`src/rtl/axis_rr_packet_arbiter.sv`:
```
// Packet-level round-robin AXI-Stream arbiter: N sources share one sink, never interleaving packets.
// Optional `define AXIS_ARB_TID_EN adds m_tid (source index of the current beat).
module axis_rr_packet_arbiter #(
  parameter int N_INPUTS    = 4,
  parameter int TDATA_WIDTH = 8,
  parameter int TUSER_WIDTH = 1,
  parameter int IDX_WIDTH   = $clog2(N_INPUTS)
) (
  input  logic                               clk,
  input  logic                               rst_n,
  input  logic [N_INPUTS-1:0]                s_tvalid,
  output logic [N_INPUTS-1:0]                s_tready,
  input  logic [N_INPUTS*TDATA_WIDTH-1:0]    s_tdata,
  input  logic [N_INPUTS*(TDATA_WIDTH/8)-1:0] s_tkeep,
  input  logic [N_INPUTS-1:0]                s_tlast,
  input  logic [N_INPUTS*TUSER_WIDTH-1:0]    s_tuser,
  output logic                               m_tvalid,
  input  logic                               m_tready,
  output logic [TDATA_WIDTH-1:0]             m_tdata,
  output logic [TDATA_WIDTH/8-1:0]           m_tkeep,
  output logic                               m_tlast,
  output logic [TUSER_WIDTH-1:0]             m_tuser,
  output logic                               busy,
  output logic [IDX_WIDTH-1:0]               grant_idx
`ifdef AXIS_ARB_TID_EN
  ,
  output logic [IDX_WIDTH-1:0]               m_tid
`endif
);

  localparam int KEEP_WIDTH = TDATA_WIDTH / 8;

  typedef enum logic {IDLE, LOCKED} state_t;

  state_t               state_reg, state_next;
  logic [IDX_WIDTH-1:0] rr_ptr_reg, rr_ptr_next;
  logic [IDX_WIDTH-1:0] grant_idx_reg, grant_idx_next;
  logic                 busy_reg, busy_next;

  logic                 req_any;
  logic [IDX_WIDTH-1:0] req_idx;
  logic [IDX_WIDTH:0]   cand_sum;

  logic [TDATA_WIDTH-1:0] data_arr [N_INPUTS];
  logic [KEEP_WIDTH-1:0]  keep_arr [N_INPUTS];
  logic [TUSER_WIDTH-1:0] user_arr [N_INPUTS];

  genvar gi;
  generate
    for (gi = 0; gi < N_INPUTS; gi++) begin : g_unpack
      assign data_arr[gi] = s_tdata[gi*TDATA_WIDTH +: TDATA_WIDTH];
      assign keep_arr[gi] = s_tkeep[gi*KEEP_WIDTH +: KEEP_WIDTH];
      assign user_arr[gi] = s_tuser[gi*TUSER_WIDTH +: TUSER_WIDTH];
    end
  endgenerate

  // Rotating search from rr_ptr; explicit subtract keeps the wrap exact for non-power-of-2 N.
  always_comb begin
    req_any  = 1'b0;
    req_idx  = rr_ptr_reg;
    cand_sum = '0;
    for (int k = 0; k < N_INPUTS; k++) begin
      cand_sum = {1'b0, rr_ptr_reg} + (IDX_WIDTH+1)'(k);
      if (cand_sum >= (IDX_WIDTH+1)'(N_INPUTS))
        cand_sum = cand_sum - (IDX_WIDTH+1)'(N_INPUTS);
      if (!req_any && s_tvalid[cand_sum[IDX_WIDTH-1:0]]) begin
        req_any = 1'b1;
        req_idx = cand_sum[IDX_WIDTH-1:0];
      end
    end
  end

  always_ff @(posedge clk or negedge rst_n) begin
    if (!rst_n) begin
      state_reg     <= IDLE;
      rr_ptr_reg    <= '0;
      grant_idx_reg <= '0;
      busy_reg      <= 1'b0;
    end else begin
      state_reg     <= state_next;
      rr_ptr_reg    <= rr_ptr_next;
      grant_idx_reg <= grant_idx_next;
      busy_reg      <= busy_next;
    end
  end

  always_comb begin
    state_next     = state_reg;
    rr_ptr_next    = rr_ptr_reg;
    grant_idx_next = grant_idx_reg;
    busy_next      = busy_reg;
    case (state_reg)
      IDLE: begin
        if (req_any) begin
          state_next     = LOCKED;
          grant_idx_next = req_idx;
          busy_next      = 1'b1;
        end
      end
      LOCKED: begin
        // Only the tlast handshake releases ownership; gaps and backpressure just hold.
        if (m_tvalid && m_tready && m_tlast) begin
          state_next  = IDLE;
          busy_next   = 1'b0;
          rr_ptr_next = (grant_idx_reg == IDX_WIDTH'(N_INPUTS-1)) ? '0 : grant_idx_reg + 1'b1;
        end
      end
      default: state_next = IDLE;
    endcase
  end

  // Payload always comes from grant_idx so the mux select never changes outside a grant.
  always_comb begin
    s_tready = '0;
    m_tvalid = 1'b0;
    m_tdata  = data_arr[grant_idx_reg];
    m_tkeep  = keep_arr[grant_idx_reg];
    m_tlast  = s_tlast[grant_idx_reg];
    m_tuser  = user_arr[grant_idx_reg];
    if (state_reg == LOCKED) begin
      m_tvalid                 = s_tvalid[grant_idx_reg];
      s_tready[grant_idx_reg]  = m_tready;
    end
  end

  assign busy      = busy_reg;
  assign grant_idx = grant_idx_reg;
`ifdef AXIS_ARB_TID_EN
  assign m_tid     = grant_idx_reg;
`endif

endmodule

```
`config.mk`:
```
export PLATFORM = sky130hd
export DESIGN_NAME = axis_rr_packet_arbiter
export DESIGN_NICKNAME = d
export VERILOG_FILES = /design/src/rtl/axis_rr_packet_arbiter.sv
export SDC_FILE = /design/constraint.sdc
export NUM_CORES = 1
export LEC_CHECK = 0
export CAP_MARGIN = 10
export CORE_ASPECT_RATIO = 0.9
export CORE_UTILIZATION = 33
export CTS_BUF_LIST = sky130_fd_sc_hd__clkbuf_8
export DETAILED_ROUTE_END_ITERATION = 10
export HOLD_SLACK_MARGIN = 0.02
export PLACE_DENSITY = 0.94
export SYNTH_ARGS = -nofsm -noshare
export SYNTH_HDL_FRONTEND = slang
export SYNTH_SLANG_ARGS = --single-unit
```
`constraint.sdc`:
```
create_clock -name clk -period 2.9 [get_ports clk]
set_input_delay 0.29 -clock clk [delete_from_list [all_inputs] [get_ports clk]]
set_output_delay 0.29 -clock clk [all_outputs]
set_load 0.01 [all_outputs]
```
==> reports/qor.yml, run 1 <==
drt:
  vias_per_cell: 5.130
  dr.pass1.iters: 4
  vias: 790
  routed_wl_um: 2740
  wire_per_inst_um: 17.79
  drc: 0
  ant_nets: 0
  drtIter0Drc: 9
hold_path:
  min_path_type: "in2async"
die:
  dieArea_sq_um: 2363
  core_sq_um: 1971
  io_pins: 70
  initial_core_util_pct: 36.38
  die_h_um: 46.22
  die_x_um: 51.13
  rows: 15
sta:
  finalCritPeriodShare_pct: 83.16
  setup_viol_count_final: 0
  fin_crit_ns: 2.412
  worst_pin_slew_ns: 0.6299
  hold_slack_ns: 0.3054
  final_hold_viol_count: 0
  slew_violations: 0
  rsz0062_at_grt: "false"
  clock.fmax_mhz: 414.7
  timing.slew.headroom_pct: 58.01
  fin_skew_ns: 0.004075
  fin_tns_setup_ns: 0
yosys:
  synth_area_per_cell_sq_um: 12.15
  synthMuxAreaShare_pct: 41.71
  synthXorXnorAreaFrac_pct: 0
  ys_seq_elements: 6
  synth_simple_gate_area_share_pct: 13.96
  syn_nets: 114
  synth_top_family_by_area: "multiplexers"
  synthAdderAreaFrac_pct: 6.981
  netlist_instances: 59
  synth_cell_types: 25
  synth_compound_area_share_pct: 10.99
  synth_area_sq_um: 716.9
  ys_seq_area_share_pct: 20.94
  yosys_warnings: 0
placement:
  port_buffers: 69
  placed_cell_area_sq_um: 1426
  gp_congestion: 0.7590
  dp_hpwl_um: 2306
pwr:
  cellPowerDensity_nw_per_um2: 743.0
  vdd_drop_max_v: 0.0006750
  p_leak_nw: 0.5746
setup_path:
  cp_top_family: "buffers and inverters"
  endpoint_kind: "primary output"
  worstPathRequired_ns: 2.61
  r2r-start: "grant_idx[0]"
  crit_path_top_delay_cell: "dfrtp_1"
  arrival_ns: 2.12
  crit_buf_inv: 2
  crit_chain: "buf_4 > mux4_2 > clkdlybuf4s50_1"
  critPathKind: "reg2out"
  r2r-end: "rr_ptr_reg[1]"
  cp-start-kind: "flop"
  reg2regPathDepth: 3
  r2r_setup_slack_ns: 1.11
  critPathMaxFanout: 10
  max_stage_delay_ns: 0.59
grt:
  overflow: 0
  first_global_vias: 800
  antenna_found_initial: 0
  grt_pass1_wl_um: 3864
  grt_max_degree: 17
  grt_use_total_pct: 23.17
status:
  status: "finished clean"
layout:
  syn_to_final_growth_pct: 104.7
  nets: 186
  fin_util_pct: 74.48
  fin_area_sq_um: 1468
  antennaDiodeCount: 0
  filler_cell_count: 144
  layout-drive-gt1-share_pct: 13.18
clock_tree:
  clock-root-buffer: "clkbuf_8"
  ctsHoldBuffers: 0
  htree_levels: 1
  cts_buffers: 3
  clock_latency_ns: 0.22
  cts_buffer_depth: 2
  postCtsSetupBuffers: 0
  cts_tree: "built"
  path_clk_slew_ns: 0.04
  cts_sinks: 6
  cts_resized: 0
job:
  cap_violations: 0
## routing by layer
layer / vias to the layer above / routed length, um / track usage, %
li1: 378 / - / -
met3: 0 / 125 / 5.281
met2: 23 / 1631 / 46.05
met4: 0 / 0 / 3.333
met1: 389 / 982 / 25.77
met5: - / 0 / 0
## worst reg2reg max path, stage by stage, from the launching register on
cell	delay (ns)
dfrtp_1	0.59
mux4_2	0.62
nand4_4	0.15
mux2_4	0.30
## cells in the mapped netlist
cell	number	share of area (%)
and2_1	2	1.7
o21ai_0	2	1.4
mux4_2	11	35
o22a_1	1	1.2
dfrtp_1	6	21
a21boi_1	1	1.0
nor3b_1	1	1.0
nor2_1	2	1.0
buf_6	1	1.6
o31ai_1	1	1.0
nor2b_1	2	1.7
o221ai_1	2	2.4
a21oi_1	4	2.8
nor4_1	1	0.87
buf_2	1	0.70
and3_1	4	3.5
mux4_1	1	3.7
mux2i_1	1	1.4
nand4_4	1	3.0
o21bai_1	1	1.0
inv_1	5	2.6
buf_1	1	0.52
ha_1	4	7.0
mux2_4	1	2.1
nand2_1	2	1.0
## report_power, final
| part | switching, mW | internal, mW |
|---|---|---|
| combinational | 0.263 | 0.486 |
| clock | 0.0338 | 0.0890 |
| sequential | 0.0964 | 0.122 |
## layout by cell type (no fill, tap or decap), types with 3 or more instances in the layout
master / instances
dfrtp_1: 6
ha_1: 4
a21oi_1: 4
mux4_2: 11
clkbuf_8: 3
inv_1: 5
and3_1: 4
clkdlybuf4s50_1: 69
## through the flow
step	power, mW	setup WS [ns]	instances
3_3_place_gp	0.9437	0.6556	151
5_1_grt	1.165	0.3761	154
2_1_floorplan	0.6011	1.209	59
4_1_cts	1.101	0.4587	154
3_5_place_dp	0.9677	0.6081	151
6_report	1.091	0.4884	154
## how the worst max path moves through the flow
| stage | start | slack (ns) | cells after the start | endpoint |
|---|---|---|---|---|
| floorplan | grant_idx[0] | 1.21 | 4 | rr_ptr_reg[1] |
| global placement | s_tvalid[3] | 0.66 | 4 | m_tvalid |
| detailed placement | s_tvalid[1] | 0.61 | 4 | m_tvalid |
| CTS | grant_idx[0] | 0.46 | 3 | m_tdata[0] |
| global route | grant_idx[0] | 0.38 | 3 | m_tdata[3] |
| finish | grant_idx[0] | 0.49 | 3 | m_tdata[3] |
## cells by family after synthesis
family                     Yosys count
AOI/OAI and AO/OA                   12
adders and majority gates            4
buffers and inverters                8
DFF                                  6
muxes                               14
and+or+nand+nor                     15
## cell type report
type,instances,area [sq um],area share [%]
clock buffer,3,41.29,2.813
inverter,5,18.77,1.279
multi-input combinational,45,528.0,35.98
sequential,6,150.1,10.23
tap,25,31.28,2.131
timing repair buffer,70,698.2,47.57
No activity file was read; power rests on OpenSTA's default activity.
==> inputs of run 2 (changes only) <==
--- a/config.mk
+++ b/config.mk
@@ -7,11 +7,11 @@
 export LEC_CHECK = 0
 export CAP_MARGIN = 10
 export CORE_ASPECT_RATIO = 0.9
-export CORE_UTILIZATION = 33
+export CORE_UTILIZATION = 30
 export CTS_BUF_LIST = sky130_fd_sc_hd__clkbuf_8
 export DETAILED_ROUTE_END_ITERATION = 10
 export HOLD_SLACK_MARGIN = 0.02
-export PLACE_DENSITY = 0.94
+export PLACE_DENSITY = 0.87
 export SYNTH_ARGS = -nofsm -noshare
 export SYNTH_HDL_FRONTEND = slang
 export SYNTH_SLANG_ARGS = --single-unit
==> constraint.sdc (replaced) <==
create_clock -name clk -period 2.3 [get_ports clk]
set_input_delay 0.23 -clock clk [delete_from_list [all_inputs] [get_ports clk]]
set_output_delay 0.23 -clock clk [all_outputs]
set_load 0.01 [all_outputs]
==> run 2 against run 1 <==
Via count up 5.7%. Setup slack got worse by 0.32 ns. Clock-buffer cell count stayed put. First-iteration DRC count up 100%. Utilization shrank 6.6 points. Die area grew 9.6%. Non-clock buffer count rose by 5. Critical endpoint is now m_tuser.
==> reports/qor.yml, run 2 (synthesis gave the netlist of run 1 again) <==
status:
  status: "finished clean"
grt:
  first_global_vias: 866  # +8.3%
  grt_use_total_pct: 22.79  # -0.38 points
  grt_pass1_wl_um: 4202  # +8.7%
  overflow: 0  # unchanged
  grt_max_degree: 12  # -5
  antenna_found_initial: 0  # unchanged
die:
  dieArea_sq_um: 2590  # +9.6%
  core_sq_um: 2222  # +13%
  rows: 16  # +1
  die_h_um: 48.38  # +4.7%
  io_pins: 70  # unchanged
  die_x_um: 53.53  # +4.7%
  initial_core_util_pct: 32.26  # -4.1 points
pwr:
  switching_share_pct: 35.53  # -0.56 points
  vdd_drop_max_v: 0.0007981  # +18%
  power_frac_seq_pct: 17.2  # -2.8 points
  cellPowerDensity_nw_per_um2: 925.7  # +25%
  p_int_uw: 899.8  # +29%
  p_sw_uw: 495.9  # +26%
  p_comb_share_pct: 71.9  # +3.1 points
  clockPowerShare_pct: 11.0  # -0.3 points
  p_leak_nw: 0.5991  # +4.3%
drt:
  ant_nets: 0  # unchanged
  vias_per_cell: 5.186  # +1.1%
  vias: 835  # +5.7%
  routed_wl_um: 2687  # -1.9%
  dr.pass1.iters: 4  # unchanged
  wire_per_inst_um: 16.69  # -6.2%
  drc: 0  # unchanged
  drtIter0Drc: 18  # +9
setup_path:
  endpoint_kind: "primary output"
  cp-start-kind: "flop"
  worstPathRequired_ns: 2.07  # -0.54 ns
  crit_chain: "buf_4 > mux4_1 > clkdlybuf4s50_1"
  arrival_ns: 1.90  # -0.22 ns
  r2r-start: "grant_idx[0]"
  critPathKind: "reg2out"
  max_stage_delay_ns: 0.57  # -0.02 ns
  critPathMaxFanout: 6  # -4
  crit_path_top_delay_cell: "mux4_1"
  crit_start: "grant_idx[0]"
  reg2regPathDepth: 4  # +1
clock_tree:
  clock-root-buffer: "clkbuf_8"
  cts_resized: 0  # unchanged
  htree_levels: 1  # unchanged
  postCtsSetupBuffers: 0  # unchanged
  cts_sinks: 6  # unchanged
  clock_latency_ns: 0.22  # about the same
  path_clk_slew_ns: 0.03  # about the same
  cts_buffers: 3  # unchanged
  cts_tree: "built"
  cts_buffer_depth: 2  # unchanged
  ctsHoldBuffers: 0  # unchanged
layout:
  layout-drive-gt1-share_pct: 16.42  # +3.2 points
  nets: 191  # +2.7%
  final_cell_mix: "clkdlybuf4s50_1 (69), mux4_2 (11), dfrtp_1 (6), buf_4 (6), inv_1 (5)"
  antennaDiodeCount: 0  # unchanged
  layout_commonest_cell: "clkdlybuf4s50_1"
  syn_to_final_growth_pct: 110.3
  fin_util_pct: 67.85  # -6.6 points
job:
  cap_violations: 0  # unchanged
placement:
  gp_congestion: 0.7856  # +3.5%
  port_buffers: 69  # unchanged
  dp_hpwl_um: 2310  # +0.15%
sta:
  rsz0062_at_grt: "false"
  timing.slew.headroom_pct: 64.36  # +6.4 points
  setup_viol_count_final: 0  # unchanged
  fin_tns_setup_ns: 0  # unchanged
  slew_violations: 0  # unchanged
  finalCritPeriodShare_pct: 92.78
  final_hold_viol_count: 0  # unchanged
  worst_pin_slew_ns: 0.5297  # -0.1002 ns
  fin_crit_ns: 2.134
  hold_slack_ns: 0.2481  # -0.05737 ns
  fin_skew_ns: 0.002508  # -0.001567 ns
  clock.fmax_mhz: 468.6
hold_path:
  min_path_type: "in2async"
run 2: final cells by class:
cell class                      instances  area, sq um
Timing Repair Buffer                   75        735.7
Inverter                                5        18.77
Tap cell                               27        33.78
Multi-Input combinational cell         45        528.0
Sequential cell                         6        150.1
Fill cell                             171        714.4
Clock buffer                            3        41.29
run 2: path summary, 6_finish.rpt:
| path | to | slack, ns |
|---|---|---|
| worst max-delay path | m_tuser | 0.17 |
| worst min-delay path | grant_idx[0] | 0.25 |
| worst max register to register | rr_ptr_reg[1] | 0.54 |
| worst min register to register | rr_ptr_reg[0] | 0.56 |
| max in group asynchronous | state_reg | 1.84 |
| min in group clk | rr_ptr_reg[0] | 0.56 |
run 2: stage by stage:
step	power [mW]	setup WS [ns]	area, sq um	instances
floorplan	0.7579	0.6091	716.9	59
global placement	1.217	0.2163	1466	158
detailed placement	1.254	0.1700	1466	158
CTS	1.414	0.1484	1508	161
global route	1.496	0.09045	1508	161
finish	1.396	0.1660	1508	161
run 2: layer usage:
metal	GRT usage [%]	up-vias	part of all wire, %
met5	0	-	0
met4	9.649	0	2.8
met3	6.918	12	7.8
met2	39.17	32	55
met1	25.05	403	35
li1	-	388	-
run 2: worst max-delay path: cells and delay by family, from the launching register on:
kind	cells	cell delay, ns
flops	1	0.41
mux	1	0.57
buf+inv	2	0.71
run 2: power groups by stage:
stage / Sequential (mW) / Clock (mW) / Combinational [mW]
2_1_floorplan: 0.220 / 0 / 0.538
3_3_place_gp: 0.235 / 0 / 0.982
3_5_place_dp: 0.241 / 0 / 1.01
4_1_cts: 0.240 / 0.159 / 1.02
5_1_grt: 0.249 / 0.170 / 1.08
6_report: 0.240 / 0.153 / 1.00
